==> src/rtl/bcd_stopwatch_ctrl.sv <==
// bcd_stopwatch_ctrl: run/stop/clear controller for a cascaded BCD counter chain.
// A prescaler divides clk into count ticks while running. The BCD count ripples
// its carries across the digits and flags the all-nines to all-zeros roll-over.
// On reaching a programmable BCD target the controller parks in DONE.
module bcd_stopwatch_ctrl #(
  parameter int DIGITS   = 4,
  parameter int PRESCALE = 10
) (
  input  logic                  i_clk,
  input  logic                  i_reset,
  input  logic                  i_start,
  input  logic                  i_stop,
  input  logic                  i_clear,
  input  logic                  i_load,
  input  logic [4*DIGITS-1:0]   i_load_val,
  input  logic [4*DIGITS-1:0]   i_target,
  output logic [4*DIGITS-1:0]   o_q,
  output logic                  o_running,
  output logic                  o_paused,
  output logic                  o_done,
  output logic                  o_tick,
  output logic                  o_wrap
);

  localparam int QW = 4 * DIGITS;
  // Keep the prescaler at least one bit wide so PRESCALE=1 still elaborates.
  localparam int PW = (PRESCALE > 1) ? $clog2(PRESCALE) : 1;
  localparam logic [PW-1:0] PMAX = PW'(PRESCALE - 1);

  typedef enum logic [1:0] {
    S_IDLE  = 2'd0,
    S_RUN   = 2'd1,
    S_PAUSE = 2'd2,
    S_DONE  = 2'd3
  } state_t;

  state_t          r_state, w_state_nxt;
  logic [QW-1:0]   r_q, w_q_nxt, w_q_inc;
  logic [PW-1:0]   r_presc, w_presc_nxt;
  logic            r_tick, w_tick_nxt;
  logic            r_wrap, w_wrap_nxt;
  logic            r_running, r_paused, r_done;

  // Increment a BCD word: a digit advances only when every lower digit is 9.
  function automatic logic [QW-1:0] bcd_inc(input logic [QW-1:0] v);
    logic [QW-1:0] res;
    logic          carry;
    res   = v;
    carry = 1'b1;
    for (int i = 0; i < DIGITS; i++) begin
      if (carry) begin
        if (v[4*i +: 4] == 4'd9) begin
          res[4*i +: 4] = 4'd0;
        end else begin
          res[4*i +: 4] = v[4*i +: 4] + 4'd1;
          carry         = 1'b0;
        end
      end else begin
        res[4*i +: 4] = v[4*i +: 4];
      end
    end
    return res;
  endfunction

  // Clamp every nibble of a preset into the legal 0-9 range.
  function automatic logic [QW-1:0] bcd_sat(input logic [QW-1:0] v);
    logic [QW-1:0] res;
    res = v;
    for (int i = 0; i < DIGITS; i++) begin
      res[4*i +: 4] = (v[4*i +: 4] > 4'd9) ? 4'd9 : v[4*i +: 4];
    end
    return res;
  endfunction

  // True when every digit reads 9, i.e. the next increment wraps.
  function automatic logic bcd_all_nines(input logic [QW-1:0] v);
    logic res;
    res = 1'b1;
    for (int i = 0; i < DIGITS; i++) begin
      if (v[4*i +: 4] != 4'd9) begin
        res = 1'b0;
      end
    end
    return res;
  endfunction

  assign w_q_inc = bcd_inc(r_q);

  // Next-state, count and pulse logic; clear beats load beats start/stop.
  always_comb begin
    w_state_nxt = r_state;
    w_q_nxt     = r_q;
    w_presc_nxt = r_presc;
    w_tick_nxt  = 1'b0;
    w_wrap_nxt  = 1'b0;
    if (i_clear) begin
      w_state_nxt = S_IDLE;
      w_q_nxt     = '0;
      w_presc_nxt = '0;
    end else if (i_load && (r_state == S_IDLE || r_state == S_PAUSE)) begin
      w_q_nxt     = bcd_sat(i_load_val);
      w_presc_nxt = '0;
    end else begin
      case (r_state)
        S_IDLE, S_PAUSE: begin
          if (i_start) begin
            w_state_nxt = S_RUN;
          end else begin
            w_state_nxt = r_state;
          end
        end
        S_RUN: begin
          if (i_stop) begin
            w_state_nxt = S_PAUSE;
          end else if (r_presc == PMAX) begin
            w_presc_nxt = '0;
            w_q_nxt     = w_q_inc;
            w_tick_nxt  = 1'b1;
            w_wrap_nxt  = bcd_all_nines(r_q);
            if (w_q_inc == i_target) begin
              w_state_nxt = S_DONE;
            end else begin
              w_state_nxt = S_RUN;
            end
          end else begin
            w_presc_nxt = r_presc + PW'(1);
          end
        end
        S_DONE: begin
          w_state_nxt = S_DONE;
        end
        default: begin
          w_state_nxt = S_IDLE;
        end
      endcase
    end
  end

  // State, count, prescaler and registered status outputs.
  always_ff @(posedge i_clk) begin
    if (i_reset) begin
      r_state   <= S_IDLE;
      r_q       <= '0;
      r_presc   <= '0;
      r_tick    <= 1'b0;
      r_wrap    <= 1'b0;
      r_running <= 1'b0;
      r_paused  <= 1'b0;
      r_done    <= 1'b0;
    end else begin
      r_state   <= w_state_nxt;
      r_q       <= w_q_nxt;
      r_presc   <= w_presc_nxt;
      r_tick    <= w_tick_nxt;
      r_wrap    <= w_wrap_nxt;
      r_running <= (w_state_nxt == S_RUN);
      r_paused  <= (w_state_nxt == S_PAUSE);
      r_done    <= (w_state_nxt == S_DONE);
    end
  end

  assign o_q       = r_q;
  assign o_running = r_running;
  assign o_paused  = r_paused;
  assign o_done    = r_done;
  assign o_tick    = r_tick;
  assign o_wrap    = r_wrap;

endmodule

==> config.mk <==
export PLATFORM = sky130hd
export DESIGN_NAME = bcd_stopwatch_ctrl
export DESIGN_NICKNAME = d
export VERILOG_FILES = /design/src/rtl/bcd_stopwatch_ctrl.sv
export SDC_FILE = /design/constraint.sdc
export NUM_CORES = 1
export LEC_CHECK = 0
export CAP_MARGIN = 20
export CORE_MARGIN = 5
export CORE_UTILIZATION = 41
export CTS_BUF_LIST = sky130_fd_sc_hd__clkbuf_16
export DETAILED_ROUTE_END_ITERATION = 8
export GPL_ROUTABILITY_DRIVEN = 0
export PLACE_DENSITY = 0.73
export SLEW_MARGIN = 10
export SYNTH_ARGS = -nofsm -noshare
export SYNTH_HDL_FRONTEND = slang
export SYNTH_SLANG_ARGS = --single-unit
==> constraint.sdc <==
create_clock -name i_clk -period 2.34 [get_ports i_clk]
set_input_delay 0.468 -clock i_clk [delete_from_list [all_inputs] [get_ports i_clk]]
set_output_delay 0.468 -clock i_clk [all_outputs]
set_load 0.05 [all_outputs]
Yosys cells after proc, flatten, opt, wreduce, memory -nomap -nowiden
Cells that the tools add are included.

Flip-flop bits (word level): 27. RAM bits: 0. Memories: 0. Bits of input ports: 38. Latch bits: 0. Word-level logic and storage cells: 79. ROM bits: 0. Output and inout port bits: 21.

Magnitude comparators: 4. Add/subtract/negate cells: 5. Mux-type cells: 30. Reductions and logical operators: 12. Equal/unequal tests: 17. $mul: 0. Shifts and indexed selects: 0. Bitwise operators: 3. Div/mod/pow operators: 0.

Operators by type and width (count): $mux W16 (4); $mux W4 (12); $add A4 B1 Y4 const B (5); $eq A4 B4 Y1 const B (5); $eq A16 B16 Y1 (1); $gt A4 B4 Y1 const B (4); $ne A4 B4 Y1 const B (4); $mux W2 (6); $reduce_or A9 Y1 (1); $eq A2 B2 Y1 const B (4); $mux W1 (7); $pmux W2 S3 (1); $reduce_or A5 Y1 (1); $eq A2 B1 Y1 const B (2); $reduce_bool A2 Y1 (2); $reduce_or A2 Y1 (2); $not A1 Y1 (3); $reduce_and A3 Y1 (1); $reduce_or A3 Y1 (1); $logic_not A2 Y1 (1); $ne A2 B1 Y1 const B (1); $reduce_and A2 Y1 (1); $logic_and A1 B1 Y1 (1); $logic_or A1 B1 Y1 (1).

Longest topological paths before layout
Gate-level depths: netlist of run 1.

Depth in word-level cells: 13. Depth in mapped cells: 10. Gate-level depth less buffers: 9.

Worst setup path before layout of run 1
No wires, ideal clock.

Path type: reg2reg. Start point: register r_q[4], in the netlist o_q[4]. End point: register r_running, in the netlist o_running. Path slack: -94 ps. Clock period less this slack: 2434 ps. Setup time: 116 ps. Required time: 2224 ps. Arrival time: 2318 ps. Buffers on the path: 1. Cell stages (with the launch flop): 10. Path through: dfxtp_1 > ha_1 > and3b_2 > clkbuf_8 > nand3_2 > o31a_1 > xnor2_1 > nor3_1 > nand4_1 > and3_1.

Cells in the longest elaborated chain, start to end: 13. Elaborated cells on any way between the ends: 17. Those cells by class: 1 x add/sub; 3 x eq/ne; 13 x mux.

RTL lines: from (decl) (line 38) `logic [QW-1:0] r_q, w_q_nxt, w_q_inc;`; from (signal assigned) (line 152) `r_q <= w_q_nxt;`; $eq A4 B4 Y1 (line 52) `if (v[4*i +: 4] == 4'd9) begin`; $mux W1 (line 52); $mux W1 (2 in series) (line 51) `if (carry) begin`; $mux W4 (line 51); $eq A16 B16 Y1 * (line 120) `if (w_q_inc == i_target) begin`; $mux W2 * (line 120); $mux W2 * (line 115) `end else if (r_presc == PMAX) begin`; $mux W2 * (line 113) `if (i_stop) begin`; $pmux W2 S3 * (line 104) `case (r_state)`; $mux W2 * (line 100) `end else if (i_load && (r_state == S_IDLE || r_state == S_PAUSE)) begin`; $mux W2 * (line 96) `if (i_clear) begin`; $eq A2 B1 Y1 * (line 156) `r_running <= (w_state_nxt == S_RUN);`; to (signal assigned) (line 156); to (decl) (line 42) `logic r_running, r_paused, r_done;`.

Every way passes the cells marked *; elsewhere a longest branch is shown, timed or not. A chain may end at the register's enable or synchronous reset.

Final worst setup path of run 1
Start point: register r_q[5], in the netlist o_q[5]. End point: register r_running, in the netlist o_running.

The elaborated chain is that of the path after synthesis.

==> impl_metrics.yaml, run 1 <==
outcome:
  run_status: "completed"
synth:
  syn_inst: 274
  ys_warn_count: 0
  yosysSeqAreaShare: 0.255
  ys_ff_latch: 27
  syn_avg_cell_area_um2: 7.72
  synth-edff-count: 0
  synth_area_um2: 2120
  synthArstFlopShare: 0
  syn-num-nets: 318
  synth.distinct_cells: 56
  ys.flop_type: "dfxtp_1"
placement:
  post-place-ws_ps: -8.11
  dpl.cell_count: 411
  dp_hpwl_um: 4940
  port_buffers: 58
power_and_ir_drop:
  leakagePower_uw: 0.00108
  sequentialPowerShare: 0.421
  peakVddDrop_mv: 0.224
  share_comb_of_total_power: 0.240
  power_uw: 1150
  p_int_uw: 837
  powerDensity_nw_per_um2: 383
  power_switching_uw: 312
  p_clk_frac: 0.339
  p_sw_frac: 0.271
worst_setup_path:
  worstPathArrival_ps: 2380
  crit_fanout: 4
  timing.rr.end: "o_running$_SDFF_PP0_"
  reg2reg_from: "o_q[5]$_SDFFE_PP0P_"
  crit_path_top_delay_cell: "o41ai_1"
  worst_r2r_path_depth: 9
  endpoint_kind: "flop"
  path_cells: "inv_1 -> ha_2 -> nand3b_1 -> o41ai_1 -> o31a_1 -> xnor2_1 -> nor3_2 -> nand4_1 -> and3_1"
  path_class: "reg -> reg"
  rrSetupSlack_ps: 120
  max_stage_delay_ps: 380
  cp-start-kind: "flop"
  crit_required_ps: 2500
clocking:
  clkSinkCount: 27
  cts_made_buffers: 3
  clockRootBuffer: "clkbuf_16"
  hold_buffers: 0
  cts_tree: "yes"
  clk_path_buf_depth: 2
  clkLatencyLatePin_ps: 260
  clk_pin_slew_worst_paths_ps: 70
  cts_max_level: 1
layout:
  drive_gt1_frac: 0.154
  syn_to_final_growth_pct: 41.9
  instances_no_fill: 415
  final_cell_mix: "58 x clkdlybuf4s50_1, 37 x nor2_1, 23 x buf_4"
  num-fill-cells: 478
  utilization: 0.591
  antenna-diode-count: 0
  layout.nets: 390
  mostFrequentLayoutCell: "clkdlybuf4s50_1"
sta:
  final_hold_viol_count: 0
  worstMarginPinSlew_ps: 516
  drv_slew: 0
  finalSetupViolations: 0
  fin_crit_sh: 0.947
  setup_ws_ps: 123
  rsz0062_at_grt: "false"
  clock_skew_ps: 2.88
  fmax_mhz: 451
  relSlewSlack: 0.655
  timing.final.crit_period_ps: 2220
die:
  dieArea_um2: 6700
  start_util: 0.417
  num_io_pins: 59
  die_h_um: 81.8
  die_x_um: 81.8
  core-area_um2: 5070
  num_rows: 26
global_route:
  overflow: 0
  grt_max_degree: 17
  grt_pass1_wl_um: 10200
  grt_antenna_before_repair: 0
  grt_pass1_vias: 2199
  grt_use_total: 0.195
drt:
  viasPerCell: 5.49
  drtIter0Drc: 174
  vias: 2278
  wl_per_cell_um: 15.4
  ant_nets: 0
  routed_wl_um: 6370
  drt_drc_violations_left: 0
  dr.pass1.iters: 4
flow_run:
  max_cap_viol_count: 0
min_path:
  hp-class: "reg -> reg"
  min-delay-start: "r_presc[3]$_SDFFE_PP0P_"
  hold_depth: 2
  min_to: "r_presc[3]$_SDFFE_PP0P_"
cell type report:
cell class	instances	area, um2	area share
Clock buffer	3	75.1	0.0250
Clock inverter	1	5.00	0.00167
Inverter	8	30.0	0.0100
Multi-Input combinational cell	225	1500	0.500
Sequential cell	27	551	0.183
Tap cell	70	87.6	0.0292
Timing Repair Buffer	81	753	0.251
logic make-up after synthesis:
family	synth area share
adder cells (fa/ha/maj)	0.0355
XOR/XNOR	0.0704
multiplexers	0.0544
AO/OA/AOI/OAI	0.193
flip-flops	0.255
AND/OR/NAND/NOR	0.338
buffers and inverters	0.0532
power groups by stage:
stage          logic [uW]  clock network, uW  registers [uW]
2_1_floorplan         101                  0             529
3_3_place_gp          268                  0             494
3_5_place_dp          270                  0             494
4_1_cts               271                401             484
5_1_grt               298                419             485
6_report              276                389             483
state kept, by name, indices dropped and copies added (netlist names):
register   flops
r_presc        4
o_running      1
r_state        2
o_done         1
o_paused       1
o_q           16
o_tick         1
o_wrap         1
Yosys cell counts, types with 8 or more instances:
| cell type | n | area (um2) |
|---|---|---|
| nor2_1 | 37 | 139 |
| dfxtp_1 | 27 | 541 |
| a21oi_1 | 19 | 95.1 |
| nand2_1 | 18 | 67.6 |
| o21ai_0 | 18 | 90.1 |
| xnor2_1 | 12 | 105 |
| nand3_1 | 11 | 55.1 |
| nor3_1 | 9 | 45.0 |
| inv_1 | 8 | 30.0 |
| nor2b_1 | 8 | 50.1 |
| nor3b_1 | 8 | 60.1 |
worst max path at each step:
stage	startpoint	end	slack (ps)	cells after the start
finish	o_q[5]$_SDFFE_PP0P_	o_running$_SDFF_PP0_	120	9
global placement	i_stop	o_q[9]$_SDFFE_PP0P_	40	8
floorplan	o_q[0]$_SDFFE_PP0P_	o_running$_SDFF_PP0_	10	8
CTS	o_q[9]$_SDFFE_PP0P_	o_running$_SDFF_PP0_	110	9
detailed placement	i_stop	o_q[9]$_SDFFE_PP0P_	-8	8
global route	o_q[13]$_SDFFE_PP0P_	o_running$_SDFF_PP0_	4	9
routing by layer:
metal	track usage	vias to the layer above	wire [um]
met5	0	-	0
met4	0.0648	0	107
met3	0.0318	8	464
met2	0.339	81	3240
met1	0.244	1052	2570
li1	-	1137	-
worst max-delay path, delay by kind of cell, from the launching register on:
kind	cells	cell delay [ps]
and+or+nand+nor	4	860
AOI/OAI and AO/OA	2	610
DFF	1	320
adders and majority gates	1	180
xor gates and xnor gates	1	100
buffers and inverters	1	50
stage by stage:
step,hold WS [ps],setup TNS (ps),instance area (um2)
2_1_floorplan,473,0,2120
3_3_place_gp,496,0,2880
3_5_place_dp,509,-13.7,2880
4_1_cts,522,0,2960
5_1_grt,557,0,3000
6_report,520,0,3000
what timing repair did:
action / CTS / global route
buffers inserted: 0 / 0
endpoints found under the setup margin: 0 / 3
resized for setup: 0 / 12
Note: power is estimated with default switching activity, not from simulation.
==> run 2: changes to the inputs <==
==> constraint.sdc (replaced) <==
create_clock -name i_clk -period 2.34 [get_ports i_clk]
set_input_delay 0.702 -clock i_clk [delete_from_list [all_inputs] [get_ports i_clk]]
set_output_delay 0.702 -clock i_clk [all_outputs]
set_load 0.05 [all_outputs]
==> run 2 against run 1 <==
  * Count of clock-buffer cells in the layout unchanged
  * Fmax decreased by 4.3%
  * Setup slack got worse by 100 ps
  * Via count decreased by 0.53%
  * Critical path type is now reg -> out
==> impl_metrics.yaml, run 2 (same netlist as run 1, synthesis figures left out) <==
clocking:
  cts_max_level: 1
  clockRootBuffer: "clkbuf_16"
  clkSinkCount: 27
  hold_buffers: 0
  cts_tree: "yes"
  cts_made_buffers: 3
  clkLatencyLatePin_ps: 270
  clk_pin_slew_worst_paths_ps: 70
  clk_path_buf_depth: 2
drt:
  vias: 2266
  wl_per_cell_um: 15.2
  dr.pass1.iters: 4
  ant_nets: 0
  drt_drc_violations_left: 0
  drtIter0Drc: 162
  routed_wl_um: 6450
  viasPerCell: 5.33
power_and_ir_drop:
  peakVddDrop_mv: 0.247
  powerDensity_nw_per_um2: 377
  power_uw: 1170
  leakagePower_uw: 0.00115
worst_setup_path:
  crit_required_ps: 1640
  timing.rr.end: "o_running$_SDFF_PP0_"
  crit_fanout: 7
  worst_r2r_path_depth: 9
  cp-start-kind: "flop"
  rrSetupSlack_ps: 80
  worstPathArrival_ps: 1620
  path_class: "reg -> out"
  reg2reg_from: "o_q[9]$_SDFFE_PP0P_"
  endpoint_kind: "output port"
placement:
  postPlaceCellArea_um2: 2900
  dp_hpwl_um: 4900
  port_buffers: 58
die:
  start_util: 0.417
  num_io_pins: 59
  die_h_um: 81.8
  core-area_um2: 5070
  dieArea_um2: 6700
  num_rows: 26
  die_x_um: 81.8
min_path:
  min-delay-start: "r_presc[3]$_SDFFE_PP0P_"
  min_to: "r_presc[3]$_SDFFE_PP0P_"
  hp-class: "reg -> reg"
  hold_depth: 2
outcome:
  run_status: "completed"
global_route:
  grt_pass1_vias: 2115
  grt_antenna_before_repair: 0
  grt_use_total: 0.192
  grt_max_degree: 17
  overflow: 0
  grt_pass1_wl_um: 10000
sta:
  final_hold_viol_count: 0
  whs_ps: 527
  worstMarginPinSlew_ps: 498
  timing.final.crit_period_ps: 2320
  drv_slew: 0
  relSlewSlack: 0.667
  rsz0062_at_grt: "true"
  clock_skew_ps: 7.27
  fin_crit_sh: 0.990
  finalSetupViolations: 0
  fmax_mhz: 432
  setup_tns_ps: 0
layout:
  layout.nets: 400
  stdcell_area_um2: 3090
  syn_to_final_growth_pct: 46.2
  largest_reg_flops: 16
  mostFrequentLayoutCell: "clkdlybuf4s50_1"
  drive_gt1_frac: 0.214
  antenna-diode-count: 0
  num-fill-cells: 489
  final_cell_mix: "48 x clkdlybuf4s50_1, 42 x buf_4, 35 x nor2_1"
flow_run:
  max_cap_viol_count: 0
run 2: worst max path at each step:
stage,to,startpoint,depth (start not counted)
detailed placement,o_q[8]$_SDFFE_PP0P_,i_stop,8
global route,o_running$_SDFF_PP0_,o_q[5]$_SDFFE_PP0P_,9
CTS,o_q[9]$_SDFFE_PP0P_,i_stop,8
finish,o_q[4],o_q[4]$_SDFFE_PP0P_,2
floorplan,o_running$_SDFF_PP0_,o_q[0]$_SDFFE_PP0P_,8
global placement,o_running$_SDFF_PP0_,i_load,7
run 2: layer usage:
layer / up-vias / wire, um / track usage
met4: 0 / 87 / 0.0515
li1: 1158 / - / -
met2: 74 / 3180 / 0.328
met1: 1027 / 2750 / 0.253
met3: 7 / 431 / 0.0241
met5: - / 0 / 0
run 2: metrics by stage:
step / cells / worst slack (ps) / utilization
CTS: 421 / 45.3 / 0.588
global route: 425 / -78.3 / 0.609
detailed placement: 417 / -233 / 0.572
global placement: 417 / -216 / 0.572
floorplan: 274 / 11.7 / -
finish: 425 / 22.6 / 0.609
run 2: power breakdown:
group	switching, uW	internal [uW]	leakage [uW]
combinational	139	140	0.000888
clock	173	231	0.0000409
sequential	15.2	468	0.000222
total	328	839	0.00115
run 2: area by class of cell:
cell class	count	area (um2)	area share
Tap cell	70	87.6	0.0283
Inverter	8	30.0	0.00971
Timing Repair Buffer	91	808	0.261
Clock buffer	3	75.1	0.0243
Sequential cell	27	554	0.179
Clock inverter	1	5.00	0.00162
Multi-Input combinational cell	225	1530	0.496
run 2: repair_timing:
item	CTS	global route
gates resized for setup	0	20
setup buffers	0	4
endpoints found under the setup margin	0	11
run 2: worst max-delay path: stages (launching register included):
cell and delay (ps):
dfxtp_2 370, buf_4 170, clkdlybuf4s50_1 810
==> run 3: changes to the inputs <==
--- a/config.mk
+++ b/config.mk
@@ -7,11 +7,11 @@
 export LEC_CHECK = 0
 export CAP_MARGIN = 20
 export CORE_MARGIN = 5
-export CORE_UTILIZATION = 41
+export CORE_UTILIZATION = 48
 export CTS_BUF_LIST = sky130_fd_sc_hd__clkbuf_16
 export DETAILED_ROUTE_END_ITERATION = 8
 export GPL_ROUTABILITY_DRIVEN = 0
-export PLACE_DENSITY = 0.73
+export PLACE_DENSITY = 0.83
 export SLEW_MARGIN = 10
 export SYNTH_ARGS = -nofsm -noshare
 export SYNTH_HDL_FRONTEND = slang
==> run 3 against run 2 <==
  * Routed wire length hardly changed
  * Sequential share of layout area up 0.52 points
  * Via count grew 2.5%
  * Clock power is 4% lower
  * Die area down 13%
  * Sequential cell count unchanged
  * Power down 1.6%
  * Combinational power about the same
  * Fmax is 2.3% higher
  * Critical endpoint is now o_q[8]
==> impl_metrics.yaml, run 3 (same netlist as run 1, synthesis figures left out) <==
layout:
  final_cell_mix: "49 x clkdlybuf4s50_1, 37 x nor2_1, 37 x buf_4"
  utilization: 0.692
  syn_to_final_growth_pct: 41.5
  drive_gt1_frac: 0.191
  num-fill-cells: 347
  mostFrequentLayoutCell: "clkdlybuf4s50_1"
  layout.nets: 395
  antenna-diode-count: 0
  stdcell_area_um2: 2990
  largest_reg_flops: 16
sta:
  setup_ws_ps: 75.2
  fmax_mhz: 442
  clock_skew_ps: 1.99
  whs_ps: 547
  setup_tns_ps: 0
  drv_slew: 0
  timing.final.crit_period_ps: 2260
  finalSetupViolations: 0
  relSlewSlack: 0.653
  fin_crit_sh: 0.968
  worstMarginPinSlew_ps: 519
  rsz0062_at_grt: "false"
  final_hold_viol_count: 0
power_and_ir_drop:
  leakagePower_uw: 0.00112
  p_clk_frac: 0.337
  p_int_uw: 837
  sequentialPowerShare: 0.422
  powerDensity_nw_per_um2: 384
  p_sw_frac: 0.271
  peakVddDrop_mv: 0.243
  share_comb_of_total_power: 0.241
  power_switching_uw: 311
clocking:
  cts_tree: "yes"
  clockRootBuffer: "clkbuf_16"
  clk_pin_slew_worst_paths_ps: 60
  cts_max_level: 1
  clkSinkCount: 27
  clk_path_buf_depth: 2
  clkLatencyLatePin_ps: 260
  hold_buffers: 0
  cts_made_buffers: 3
global_route:
  grt_use_total: 0.211
  grt_max_degree: 17
  grt_antenna_before_repair: 0
  grt_pass1_vias: 2201
  grt_pass1_wl_um: 10200
  overflow: 0
drt:
  wl_per_cell_um: 16.0
  drt_drc_violations_left: 0
  ant_nets: 0
  dr.pass1.iters: 4
  drtIter0Drc: 200
  viasPerCell: 5.78
  vias: 2322
  routed_wl_um: 6450
worst_setup_path:
  crit_required_ps: 1640
  worstPathArrival_ps: 1560
  endpoint_kind: "output port"
  cp-start-kind: "flop"
  path_class: "reg -> out"
  crit_fanout: 9
die:
  start_util: 0.489
  dieArea_um2: 5840
  num_rows: 24
  die_h_um: 76.4
  core-area_um2: 4320
  num_io_pins: 59
  die_x_um: 76.4
placement:
  postPlaceCellArea_um2: 2870
  post-place-ws_ps: -245
  port_buffers: 58
  dp_hpwl_um: 4850
flow_run:
  max_cap_viol_count: 0
outcome:
  run_status: "completed"
min_path:
  hp-class: "reg -> reg"
==> run 3: what timing repair did <==
item | 4_1_cts | 5_1_grt
buffers inserted | 0 | 1
cloned | 0 | 0
resized for setup | 1 | 10
pin swaps | 0 | 3
endpoints found under the setup margin | 1 | 7
==> run 3: power groups by stage <==
stage          clock, uW  sequential, uW  combinational, uW
6_report             387             485                277
5_1_grt              410             486                294
4_1_cts              392             485                273
3_5_place_dp           0             495                270
3_3_place_gp           0             494                266
2_1_floorplan          0             529                101
==> run 3: worst max-delay path, stage by stage, from the launching register on <==
cell             delay [ps]
dfxtp_2                 330
buf_4                   160
clkdlybuf4s50_1         810
==> run 3: final timing paths <==
kind,start,end,slack [ps],depth (start not counted)
setup / recovery,o_q[8]$_SDFFE_PP0P_,o_q[8],80,2
hold / removal,r_state[1]$_SDFF_PP0_,o_paused$_SDFF_PP0_,550,2
setup reg to reg,o_q[13]$_SDFFE_PP0P_,o_running$_SDFF_PP0_,150,9
hold reg to reg,r_state[1]$_SDFF_PP0_,o_paused$_SDFF_PP0_,550,2
==> run 3: layout make-up <==
class	count	area, um2	share of cell area
Clock buffer	3	75.1	0.0251
Clock inverter	1	5.00	0.00167
Inverter	8	30.0	0.0100
Multi-Input combinational cell	225	1500	0.500
Sequential cell	27	552	0.184
Tap cell	52	65.1	0.0217
Timing Repair Buffer	86	768	0.257
==> run 3: stage by stage <==
step,instances,power (uW)
floorplan,274,631
global placement,397,761
detailed placement,397,765
CTS,401,1150
global route,402,1190
finish,402,1150
==> run 3: per-layer routing <==
metal,track usage,part of all wire,vias up
met5,0,0,-
met4,0.105,0.029,0
met3,0.0378,0.062,16
met2,0.358,0.50,84
met1,0.254,0.41,1078
li1,-,-,1144
